$ cat src/rtl/issueq_int_pkg.sv
// Shared widths, entry record and CDB wakeup helper for the integer issue queue.
package issueq_int_pkg;

  localparam int IQ_DEPTH = 8;
  localparam int TAG_W    = 6;
  localparam int DATA_W   = 32;
  localparam int OP_W     = 6;
  localparam int CNT_W    = 5;

  typedef enum logic [1:0] {
    SEL_KEEP,
    SEL_SHIFT,
    SEL_DISP,
    SEL_CLEAR
  } slot_sel_e;

  typedef struct packed {
    logic              busy;
    logic [OP_W-1:0]   opcode;
    logic [DATA_W-1:0] rs_data;
    logic [TAG_W-1:0]  rs_tag;
    logic              rs_valid;
    logic [DATA_W-1:0] rt_data;
    logic [TAG_W-1:0]  rt_tag;
    logic              rt_valid;
    logic [TAG_W-1:0]  rd_tag;
  } entry_t;

  // Applies a CDB broadcast to a live entry; an invalid entry is returned untouched.
  function automatic entry_t cdb_wake(entry_t e, logic cdb_valid,
                                      logic [TAG_W-1:0] cdb_tag,
                                      logic [DATA_W-1:0] cdb_data);
    entry_t r;
    r = e;
    if (cdb_valid && e.busy && !e.rs_valid && e.rs_tag == cdb_tag) begin
      r.rs_valid = 1'b1;
      r.rs_data  = cdb_data;
    end
    if (cdb_valid && e.busy && !e.rt_valid && e.rt_tag == cdb_tag) begin
      r.rt_valid = 1'b1;
      r.rt_data  = cdb_data;
    end
    return r;
  endfunction

endpackage

$ cat src/rtl/issueq_int_if.sv
// Dispatch, CDB and issue-side signals of the integer issue queue.
interface issueq_int_if;
  import issueq_int_pkg::*;

  logic              dispatch_en;
  logic [OP_W-1:0]   dispatch_opcode;
  logic [DATA_W-1:0] dispatch_rsdata;
  logic [TAG_W-1:0]  dispatch_rstag;
  logic              dispatch_rsvalid;
  logic [DATA_W-1:0] dispatch_rtdata;
  logic [TAG_W-1:0]  dispatch_rttag;
  logic              dispatch_rtvalid;
  logic [TAG_W-1:0]  dispatch_rdtag;
  logic              cdb_valid;
  logic [TAG_W-1:0]  cdb_tag;
  logic [DATA_W-1:0] cdb_data;
  logic              issueint_equeueint_done;
  logic              issueq_full;
  logic [CNT_W-1:0]  issueq_count;
  logic              issueint_ready;
  logic [OP_W-1:0]   issueint_opcode;
  logic [DATA_W-1:0] issueint_rsdata;
  logic [DATA_W-1:0] issueint_rtdata;
  logic [TAG_W-1:0]  issueint_rdtag;

  modport master (
    output dispatch_en, dispatch_opcode, dispatch_rsdata, dispatch_rstag, dispatch_rsvalid,
           dispatch_rtdata, dispatch_rttag, dispatch_rtvalid, dispatch_rdtag,
           cdb_valid, cdb_tag, cdb_data, issueint_equeueint_done,
    input  issueq_full, issueq_count, issueint_ready, issueint_opcode,
           issueint_rsdata, issueint_rtdata, issueint_rdtag
  );

  modport slave (
    input  dispatch_en, dispatch_opcode, dispatch_rsdata, dispatch_rstag, dispatch_rsvalid,
           dispatch_rtdata, dispatch_rttag, dispatch_rtvalid, dispatch_rdtag,
           cdb_valid, cdb_tag, cdb_data, issueint_equeueint_done,
    output issueq_full, issueq_count, issueint_ready, issueint_opcode,
           issueint_rsdata, issueint_rtdata, issueint_rdtag
  );
endinterface

$ cat src/rtl/issueq_entry.sv
// One issue-queue slot: entry registers, shift-in/dispatch mux, CDB wakeup, ready flag.
module issueq_entry
  import issueq_int_pkg::*;
(
  input  logic              clk,
  input  logic              reset,
  input  slot_sel_e         sel_i,
  input  entry_t            up_i,
  input  entry_t            disp_i,
  input  logic              cdb_valid_i,
  input  logic [TAG_W-1:0]  cdb_tag_i,
  input  logic [DATA_W-1:0] cdb_data_i,
  output entry_t            ent_o,
  output logic              ready_o
);

  entry_t ent_q, ent_d, src;

  // NOTE: every case arm assigns src, and a default covers the rest, so no latch is inferred.
  always_comb begin
    src = ent_q;
    unique case (sel_i)
      SEL_KEEP:  src = ent_q;
      SEL_SHIFT: src = up_i;
      SEL_DISP:  src = disp_i;
      SEL_CLEAR: src = '0;
      default:   src = ent_q;
    endcase
    ent_d = cdb_wake(src, cdb_valid_i, cdb_tag_i, cdb_data_i);
  end

  // NOTE: the payload is reset along with busy so the idle issue outputs read as zero.
  always_ff @(posedge clk or negedge reset) begin
    if (!reset) ent_q <= '0;
    else        ent_q <= ent_d;
  end

  assign ent_o   = ent_q;
  assign ready_o = ent_q.busy & ent_q.rs_valid & ent_q.rt_valid;

endmodule

$ cat src/rtl/issueq_int.sv
// Integer issue queue: compacting age-ordered slots, oldest-ready select, count.
// Optional flush input is enabled by defining ISSUEQ_FLUSH_EN.
module issueq_int
  import issueq_int_pkg::*;
#(
  parameter int DEPTH = IQ_DEPTH
) (
  input  logic       clk,
  input  logic       reset,
`ifdef ISSUEQ_FLUSH_EN
  input  logic       flush,
`endif
  issueq_int_if.slave bus
);

  entry_t             ent [DEPTH];
  logic [DEPTH-1:0]   rdy;
  entry_t             sel_ent, disp_ent;
  logic [CNT_W-1:0]   count_q, count_d, sel_idx, wr_idx;
  logic               any_rdy, issue, accept, flush_w;

`ifdef ISSUEQ_FLUSH_EN
  assign flush_w = flush;
`else
  assign flush_w = 1'b0;
`endif

  // Lowest index wins: slot 0 always holds the oldest entry.
  always_comb begin
    any_rdy = 1'b0;
    sel_idx = '0;
    sel_ent = '0;
    for (int i = DEPTH - 1; i >= 0; i--) begin
      if (rdy[i]) begin
        any_rdy = 1'b1;
        sel_idx = CNT_W'(i);
        sel_ent = ent[i];
      end
    end
  end

  assign issue  = bus.issueint_equeueint_done & any_rdy;
  assign accept = bus.dispatch_en && (count_q < CNT_W'(DEPTH));
  assign wr_idx = count_q - CNT_W'(issue);

  always_comb begin
    disp_ent          = '0;
    disp_ent.busy     = 1'b1;
    disp_ent.opcode   = bus.dispatch_opcode;
    disp_ent.rs_data  = bus.dispatch_rsdata;
    disp_ent.rs_tag   = bus.dispatch_rstag;
    disp_ent.rs_valid = bus.dispatch_rsvalid;
    disp_ent.rt_data  = bus.dispatch_rtdata;
    disp_ent.rt_tag   = bus.dispatch_rttag;
    disp_ent.rt_valid = bus.dispatch_rtvalid;
    disp_ent.rd_tag   = bus.dispatch_rdtag;
  end

  for (genvar g = 0; g < DEPTH; g++) begin : g_slot
    localparam logic [CNT_W-1:0] SLOT = CNT_W'(g);
    entry_t    up;
    slot_sel_e slot_sel;

    if (g == DEPTH - 1) begin : g_top
      assign up = '0;
    end else begin : g_mid
      assign up = ent[g+1];
    end

    // Dispatch lands on the first free slot after this cycle's compaction.
    always_comb begin
      if (flush_w)                        slot_sel = SEL_CLEAR;
      else if (accept && wr_idx == SLOT)  slot_sel = SEL_DISP;
      else if (issue && SLOT >= sel_idx)  slot_sel = SEL_SHIFT;
      else                                slot_sel = SEL_KEEP;
    end

    issueq_entry u_entry (
      .clk         (clk),
      .reset       (reset),
      .sel_i       (slot_sel),
      .up_i        (up),
      .disp_i      (disp_ent),
      .cdb_valid_i (bus.cdb_valid),
      .cdb_tag_i   (bus.cdb_tag),
      .cdb_data_i  (bus.cdb_data),
      .ent_o       (ent[g]),
      .ready_o     (rdy[g])
    );
  end

  assign count_d = flush_w ? '0 : count_q + CNT_W'(accept) - CNT_W'(issue);

  // NOTE: sequential state uses non-blocking assignment so all registers update together.
  always_ff @(posedge clk or negedge reset) begin
    if (!reset) count_q <= '0;
    else        count_q <= count_d;
  end

  assign bus.issueq_count    = count_q;
  assign bus.issueq_full     = (count_q == CNT_W'(DEPTH));
  assign bus.issueint_ready  = any_rdy;
  assign bus.issueint_opcode = sel_ent.opcode;
  assign bus.issueint_rsdata = sel_ent.rs_data;
  assign bus.issueint_rtdata = sel_ent.rt_data;
  assign bus.issueint_rdtag  = sel_ent.rd_tag;

endmodule
$ cat src/flat_wrapper.sv
// flat-port wrapper written by rule: the top's interface ports become plain ports
module issueq_int_flat import issueq_int_pkg::*;
#(
  parameter int DEPTH = IQ_DEPTH
)
  (clk, reset, bus_dispatch_en, bus_dispatch_opcode, bus_dispatch_rsdata, bus_dispatch_rstag, bus_dispatch_rsvalid, bus_dispatch_rtdata, bus_dispatch_rttag, bus_dispatch_rtvalid, bus_dispatch_rdtag, bus_cdb_valid, bus_cdb_tag, bus_cdb_data, bus_issueint_equeueint_done, bus_issueq_full, bus_issueq_count, bus_issueint_ready, bus_issueint_opcode, bus_issueint_rsdata, bus_issueint_rtdata, bus_issueint_rdtag);
  issueq_int_if bus_i ();
  input  logic clk;
  input  logic reset;
  input wire logic [$bits(bus_i.dispatch_en)-1:0] bus_dispatch_en;
  input wire logic [$bits(bus_i.dispatch_opcode)-1:0] bus_dispatch_opcode;
  input wire logic [$bits(bus_i.dispatch_rsdata)-1:0] bus_dispatch_rsdata;
  input wire logic [$bits(bus_i.dispatch_rstag)-1:0] bus_dispatch_rstag;
  input wire logic [$bits(bus_i.dispatch_rsvalid)-1:0] bus_dispatch_rsvalid;
  input wire logic [$bits(bus_i.dispatch_rtdata)-1:0] bus_dispatch_rtdata;
  input wire logic [$bits(bus_i.dispatch_rttag)-1:0] bus_dispatch_rttag;
  input wire logic [$bits(bus_i.dispatch_rtvalid)-1:0] bus_dispatch_rtvalid;
  input wire logic [$bits(bus_i.dispatch_rdtag)-1:0] bus_dispatch_rdtag;
  input wire logic [$bits(bus_i.cdb_valid)-1:0] bus_cdb_valid;
  input wire logic [$bits(bus_i.cdb_tag)-1:0] bus_cdb_tag;
  input wire logic [$bits(bus_i.cdb_data)-1:0] bus_cdb_data;
  input wire logic [$bits(bus_i.issueint_equeueint_done)-1:0] bus_issueint_equeueint_done;
  output wire logic [$bits(bus_i.issueq_full)-1:0] bus_issueq_full;
  output wire logic [$bits(bus_i.issueq_count)-1:0] bus_issueq_count;
  output wire logic [$bits(bus_i.issueint_ready)-1:0] bus_issueint_ready;
  output wire logic [$bits(bus_i.issueint_opcode)-1:0] bus_issueint_opcode;
  output wire logic [$bits(bus_i.issueint_rsdata)-1:0] bus_issueint_rsdata;
  output wire logic [$bits(bus_i.issueint_rtdata)-1:0] bus_issueint_rtdata;
  output wire logic [$bits(bus_i.issueint_rdtag)-1:0] bus_issueint_rdtag;
  assign bus_i.dispatch_en = bus_dispatch_en;
  assign bus_i.dispatch_opcode = bus_dispatch_opcode;
  assign bus_i.dispatch_rsdata = bus_dispatch_rsdata;
  assign bus_i.dispatch_rstag = bus_dispatch_rstag;
  assign bus_i.dispatch_rsvalid = bus_dispatch_rsvalid;
  assign bus_i.dispatch_rtdata = bus_dispatch_rtdata;
  assign bus_i.dispatch_rttag = bus_dispatch_rttag;
  assign bus_i.dispatch_rtvalid = bus_dispatch_rtvalid;
  assign bus_i.dispatch_rdtag = bus_dispatch_rdtag;
  assign bus_i.cdb_valid = bus_cdb_valid;
  assign bus_i.cdb_tag = bus_cdb_tag;
  assign bus_i.cdb_data = bus_cdb_data;
  assign bus_i.issueint_equeueint_done = bus_issueint_equeueint_done;
  assign bus_issueq_full = bus_i.issueq_full;
  assign bus_issueq_count = bus_i.issueq_count;
  assign bus_issueint_ready = bus_i.issueint_ready;
  assign bus_issueint_opcode = bus_i.issueint_opcode;
  assign bus_issueint_rsdata = bus_i.issueint_rsdata;
  assign bus_issueint_rtdata = bus_i.issueint_rtdata;
  assign bus_issueint_rdtag = bus_i.issueint_rdtag;
  issueq_int #(.DEPTH(DEPTH)) u_core (.clk(clk), .reset(reset), .bus(bus_i));
endmodule
$ cat config.mk
export PLATFORM = sky130hd
export DESIGN_NAME = issueq_int_flat
export DESIGN_NICKNAME = d
export VERILOG_FILES = /design/src/rtl/issueq_int_pkg.sv /design/src/rtl/issueq_int_if.sv /design/src/rtl/issueq_entry.sv /design/src/rtl/issueq_int.sv /design/src/flat_wrapper.sv
export SDC_FILE = /design/constraint.sdc
export NUM_CORES = 2
export LEC_CHECK = 0
export CORE_MARGIN = 4
export CORE_UTILIZATION = 37
export DETAILED_ROUTE_END_ITERATION = 8
export GPL_ROUTABILITY_DRIVEN = 1
export PLACE_DENSITY = 0.5
export SYNTH_ARGS = -nofsm -noshare
export SYNTH_HDL_FRONTEND = slang
export SYNTH_SLANG_ARGS = --single-unit
$ cat constraint.sdc
create_clock -name clk -period 5.2 [get_ports clk]
set_input_delay 1.04 -clock clk [delete_from_list [all_inputs] [get_ports clk]]
set_output_delay 1.04 -clock clk [all_outputs]
set_load 0.02 [all_outputs]
; ---- After elaboration in Yosys (flattened, before gate mapping)
; Cells that the tools add are included.
[totals]
reg_bits = 733
in_bits = 133
output_inout_bits = 83
word_cells = 329
[op_classes]
bitwise = 17
addsub = 3
reduce_logical = 83
n_eq_ne = 64
muxes = 80
order_cmp = 9
[op_table]
columns = operator, n
row1 = $pmux W91 S4, 7
row2 = $mux W90, 8
row3 = $mux W32, 16
row4 = $pmux W91 S3, 1
row5 = $eq A6 B6 Y1, 16
row6 = $logic_and A1 B1 Y1, 57
row7 = $mux W5, 7
row8 = $eq A2 B2 Y1 const B, 16
row9 = $mux W1, 32
row10 = $ne A2 B2 Y1 const B, 16
row11 = $eq A5 B3 Y1 const B, 4
row12 = $ge A3 B5 Y1 const A, 4
row13 = $and A1 B1 Y1, 17
row14 = $eq A2 B1 Y1 const B, 8
row15 = $logic_not A1 Y1, 16
row16 = $logic_not A2 Y1, 8
row17 = $mux W2, 8
row18 = $eq A5 B2 Y1 const B, 2
row19 = $ge A1 B5 Y1 const A, 2
row20 = $ge A2 B5 Y1 const A, 2
row21 = $sub A5 B1 Y5, 2
row22 = $add A5 B1 Y5, 1
row23 = $eq A5 B1 Y1 const B, 1
row24 = $eq A5 B4 Y1 const B, 1
row25 = 4 further kinds, 4

; ---- Depth between registers and ports, before layout
[depth]
word_depth = 22
depth_mapped = 19
depth_no_buf = 14

; ---- By module
; Synthesis repeated with hierarchy kept, for this count alone.
[hier_totals]
cells_unflattened = 4625
area_unflattened_um2 = 47539.3
[modules_own_cells]
columns = mod, cells_per_inst, seq_area_each_um2, n_inst, area_per_inst_um2
row1 = issueq_entry, 496, 2277.2, 8, 5303.8
row2 = issueq_int, 657, 125.1, 1, 5108.6

; ---- Worst setup path after synthesis
; No wires, ideal clock.
[synth_path]
path_type = input to register
start = input bus_issueint_equeueint_done
end = register u_core.g_slot[6].u_entry.ent_q, in the netlist u_core.g_slot[6].u_entry.ent_o[55]
path_buffers = 4
setup_time_ns = 0.125
stages = 17
arrival_ns = 4.748
slack_ns = 0.328
t_required_ns = 5.075
cell_sequence = clkbuf_1 > inv_1 > a21o_1 > inv_1 > ha_1 > ha_1 > nor2b_1 > o21ai_0 > o211ai_1 > buf_2 > buf_2 > nor3_1 > mux2i_1 > nand4_1 > a2111oi_4 > buf_2 > mux2_2
[synth_between]
elab_chain_cells = 11
elab_cells_between_ends = 19
classes_between = add/sub: 1 / eq/ne: 6 / mux: 4 / bitwise: 1 / reduce/logical: 7
[synth_rtl]
columns = item, line
row1 = start: declaration, flat_wrapper.sv:22  ; input wire logic [$bits(bus_i.issueint_equeueint_done)-1:0] bus_issueint_equeueint_done;
row2 = $and A1 B1 Y1 (*), issueq_int.sv:42  ; assign issue = bus.issueint_equeueint_done & any_rdy;
row3 = $sub A5 B1 Y5, issueq_int.sv:44  ; assign wr_idx = count_q - CNT_W'(issue);
row4 = $eq A5 B3 Y1, issueq_int.sv:73  ; else if (accept && wr_idx == SLOT) slot_sel = SEL_DISP;
row5 = $logic_and A1 B1 Y1, issueq_int.sv:73
row6 = $mux W2 (*), issueq_int.sv:73
row7 = "parallel branches: the longest is 6 deep, another holds $pmux W91 S4", --
row8 = end signal: assignment, issueq_entry.sv:35  ; else ent_q <= ent_d;
row9 = end: declaration, issueq_entry.sv:17  ; entry_t ent_q, ent_d, src;
; Every way passes the cells marked *.
; A chain may end at the register's enable or synchronous reset.

; ---- Worst setup path after layout
[layout_path]
start = register u_core.g_slot[6].u_entry.ent_q, in the netlist u_core.g_slot[6].u_entry.ent_o[6]
end = output bus_issueint_rsdata[5]
[layout_between]
elab_chain_cells = 8
[layout_rtl]
columns = item, line
row1 = $and A1 B1 Y1, issueq_entry.sv:39  ; assign ready_o = ent_q.busy & ent_q.rs_valid & ent_q.rt_valid;
row2 = $mux W90 (7 in series), issueq_int.sv:34  ; if (rdy[i]) begin
row3 = end: declaration, flat_wrapper.sv:27  ; output wire logic [$bits(bus_i.issueint_rsdata)-1:0] bus_issueint_rsdata;
; No other way between the ends.

==> summary.txt <==
Clock network
  – CTS max path bufs: 3
  – CTS tree: yes
  – Reg clk slew, reported paths: 0.06 ns
  – Clk root buf: clkbuf_16
  – Worst-Skew Late Latency: ~0.70 ns
  – # clock sinks: ~730
  – Hold Buf Count CTS: 0
  – CTS H-tree depth: 3
  – Number of buffers created by CTS: 93

Placed design
  – Port Buf Inserts: 215
  – GPL Wtd Cong: roughly 0.9
  – Hpwl dp: ~110,000 µm
  – Pre-CTS setup slack: -0.3052 ns

Setup path
  – Reg-to-Reg Start: u_core.g_slot[2].u_entry.ent_o[90]
  – Flop-to-flop setup slack: between 0.15 and 0.2 ns
  – Worst flop-to-flop path endpoint: u_core.g_slot[3].u_entry.ent_o[76]
  – Critical path type: flip-flop to output pin
  – Critical Path Sink Type: output pin
  – CP Max Fanout: 40
  – CP required: roughly 4.2 ns
  – CP Launch Type: flip-flop
  – Reg2Reg Depth: 17
  – Crit path arrival time: 4.07 ns

STA
  – Slew @ Worst Pin: about 1.2 ns
  – Final worst slack: ~0.094 ns
  – Final setup vio count: 0
  – Final period utilization: a little over nine tenths
  – Final count of hold timing violations: 0
  – Clock skew: 0.03389 ns
  – Final Max Tran Viols: 0
  – Crit path time final: approximately 5.1 ns
  – Max Clock Freq: just under 200 MHz
  – Max-slew headroom: about 17%

Pwr
  – Internal Power: between 10 and 15 mW
  – Leakage: roughly 27 nW
  – Tot Pwr: 13.29 mW
  – Clock Power Share: ~52%
  – Sw Pwr: between 3 and 4 mW
  – Max IR drop VDD: between 0.2 and 0.25 mV
  – P per Cell Area: around 240 nW/µm²
  – Net Sw Frac: between 20% and 30%
  – Comb power frac: about 4.6%
  – Part of the power in registers: between 40% and 50%

GRT
  – Largest net degree at the start of global routing: between 150 and 200
  – Final global-route overflow total: 0
  – First-pass GRT wire length: about 270,000 µm
  – GRT Util Overall: a little over a quarter
  – Vias in the first global route: between 40,000 and 50,000
  – Initial antenna violation count: 13

Yosys
  – Sequential fraction of the synthesis area: around two fifths
  – Synth top area cells: dfrtp_1, mux2_2, mux2i_1
  – Synthesized area per cell: ~9.0 µm²
  – Area share of the largest cell type after synthesis: roughly two fifths
  – Net count after synthesis: 5,319
  – Synthesized area: about 47,000 µm²
  – Cell taking the most area after synthesis: dfrtp_1
  – Number of synthesis warnings: 0
  – Netlist cell types: 77
  – FF+latch count, synth: 733
  – Ys flop type: dfrtp_1
  – Fraction of registers with async set/reset: 100.0%
  – Synth Instances: between 5,000 and 6,000
  – EDFF count, synth: 0

Route
  – Vias/cell: approximately 6.0
  – Residual DRC: 0
  – WL/cell: between 20 and 30 µm
  – Drt total wl: 185,000 µm
  – 1st-pass router iterations: 6
  – DR iter-0 viols: approximately 3,800
  – Routed Antenna Nets: 0
  – Vias: 41,790

Final layout
  – FF+latch area: between 15,000 and 20,000 µm²
  – # fillers: between 10,000 and 15,000
  – Nets: 5,373
  – Layout cells sized above 1: approximately a fifth
  – Multi-input logic area: roughly 26,000 µm²
  – Area grow syn2layout: 17.98%

Flow run
  – Max-cap violations: 0

Floorplanning
  – Initial core utilization: a little under two fifths
  – Die X-Extent: 363.3 µm
  – I/O Pins: 216
  – Core area: roughly 130,000 µm²
  – Die area: 132,000 µm²
  – # rows: 130
  – Die H: roughly 360 µm

Worst hold path
  – Min-delay worst type: primary input to async pin

Run status
  – Status: complete, no violations
-- worst max path at each step --
stage / slack, ns / startpoint / cells past startpoint / end
final: 0.09 / u_core.g_slot[6].u_entry.ent_o[6] / 12 / bus_issueint_rsdata[5]
after global routing: -0.007 / u_core.g_slot[6].u_entry.ent_o[6] / 12 / bus_issueint_rsdata[5]
after CTS: 0.0007 / u_core.g_slot[6].u_entry.ent_o[6] / 12 / bus_issueint_rtdata[3]
after detailed placement: -0.31 / bus_issueint_equeueint_done / 16 / u_core.g_slot[4].u_entry.ent_o[22]
after global placement: -0.33 / bus_issueint_equeueint_done / 17 / u_core.g_slot[4].u_entry.ent_o[20]
after floorplan: 0.33 / bus_issueint_equeueint_done / 17 / u_core.g_slot[6].u_entry.ent_o[55]
-- per-layer routing --
| layer | vias up | share of wire (%) | GRT usage, % |
|---|---|---|---|
| met1 | 20940 | 45 | 37.69 |
| met5 | - | 0.022 | 0 |
| met2 | 1623 | 45 | 43.39 |
| met3 | 416 | 6.1 | 3.949 |
| met4 | 6 | 3.9 | 10.06 |
| li1 | 18800 | - | - |
-- critical path, stage by stage (launching register included) --
cell and delay, ns:
dfrtp_1 0.44, and3_4 0.26, buf_16 0.23, nor2b_4 0.23, buf_12 0.22, buf_4 0.20, a221oi_1 0.10, o311ai_0 0.42
o21ai_0 0.16, nor2_1 0.13, a21oi_1 0.05, o21ai_0 0.23, clkdlybuf4s50_1 0.66
-- cell usage in the layout, fill, tap and decap left out, types with 10 or more instances in the layout --
cell type	n
dlymetal6s2s_1	12
o2111ai_1	10
o311ai_0	59
a221oi_1	82
a22o_1	79
a211o_1	10
nor3_1	16
clkbuf_1	31
nand2_1	939
nor4_1	27
o22ai_1	81
o21ai_0	573
dfrtp_1	733
clkbuf_16	97
clkbuf_8	12
a31o_2	20
xor2_1	15
a21oi_1	117
xnor2_1	39
mux2i_1	477
buf_12	53
ha_1	13
o311ai_1	17
o211ai_1	14
clkdlybuf4s50_1	198
inv_1	31
o211a_1	20
buf_4	273
nand4_1	57
a31oi_1	173
mux2_4	29
mux2_2	459
mux2_1	31
bufinv_16	14
nor2_1	279
nand3_1	15
-- cell type report --
cell class	count	area share [%]
Inverter	33	0.2248
Clock inverter	29	0.9513
Clock buffer	139	4.870
Timing Repair Buffer	544	9.724
Tap cell	1650	3.746
Antenna cell	6	0.02725
Multi-Input combinational cell	3821	47.17
Sequential cell	733	33.28
-- through the flow --
stage	std cells	cell area, µm²	TNS (ns)	hold WS [ns]	util, %
floorplan	5172	46710	0	0.4886	-
global placement	6779	51780	-73.58	0.5112	41.23
finish	6955	55110	0	0.4639	43.89
global route	6951	55100	-0.007465	0.4970	43.88
CTS	6948	54990	0	0.4647	43.80
detailed placement	6779	51780	-67.09	0.5122	41.23
-- power by group through the flow --
stage               Sequential [mW]  Combinational, mW  Clock [mW]
floorplan                      5.81              0.216           0
global placement               5.81              0.621           0
detailed placement             5.81              0.617           0
CTS                            5.71              0.619        7.10
global route                   5.70              0.660        7.30
finish                         5.71              0.617        6.97
-- Yosys cell counts, types with 10 or more instances --
master	number
mux2_1	31
xnor2_1	40
nand2_1	941
a2111oi_0	10
nor3_1	21
mux2_4	29
o21ai_0	583
nor4_1	28
o22ai_1	81
nand3_1	18
o211ai_1	14
nor2_1	280
buf_4	44
o2111ai_1	10
o311ai_0	78
clkbuf_2	31
mux2_2	459
a21oi_1	118
buf_1	55
a31o_2	20
clkbuf_1	382
o211a_1	21
dfrtp_1	733
a221oi_1	82
a22o_1	79
ha_1	13
xor2_1	16
a31oi_1	174
inv_1	31
mux2i_1	477
a211o_1	10
nand4_1	57
and3_1	13
buf_2	66
-- cell families after synthesis --
| logic type | synth area share [%] |
|---|---|
| mux | 22.97 |
| buf+inv | 5.692 |
| compound gates | 18.34 |
| flops | 39.27 |
| xor+xnor | 1.050 |
| fa+ha+maj | 0.3911 |
| simple gates | 12.29 |
-- timing repair --
action,4_1_cts,5_1_grt
cloned,0,1
endpoints found under the setup margin,13,254
gates resized for setup,11,41
setup buffers,1,0
pin swaps,0,2
-- sequential cells by signal (all words and copies together), names as in the netlist --
signal	cells
u_core.g_slot.u_entry.ent_o	728
u_core.bus.issueq_count	5
No activity file was read; power rests on OpenSTA's default activity.
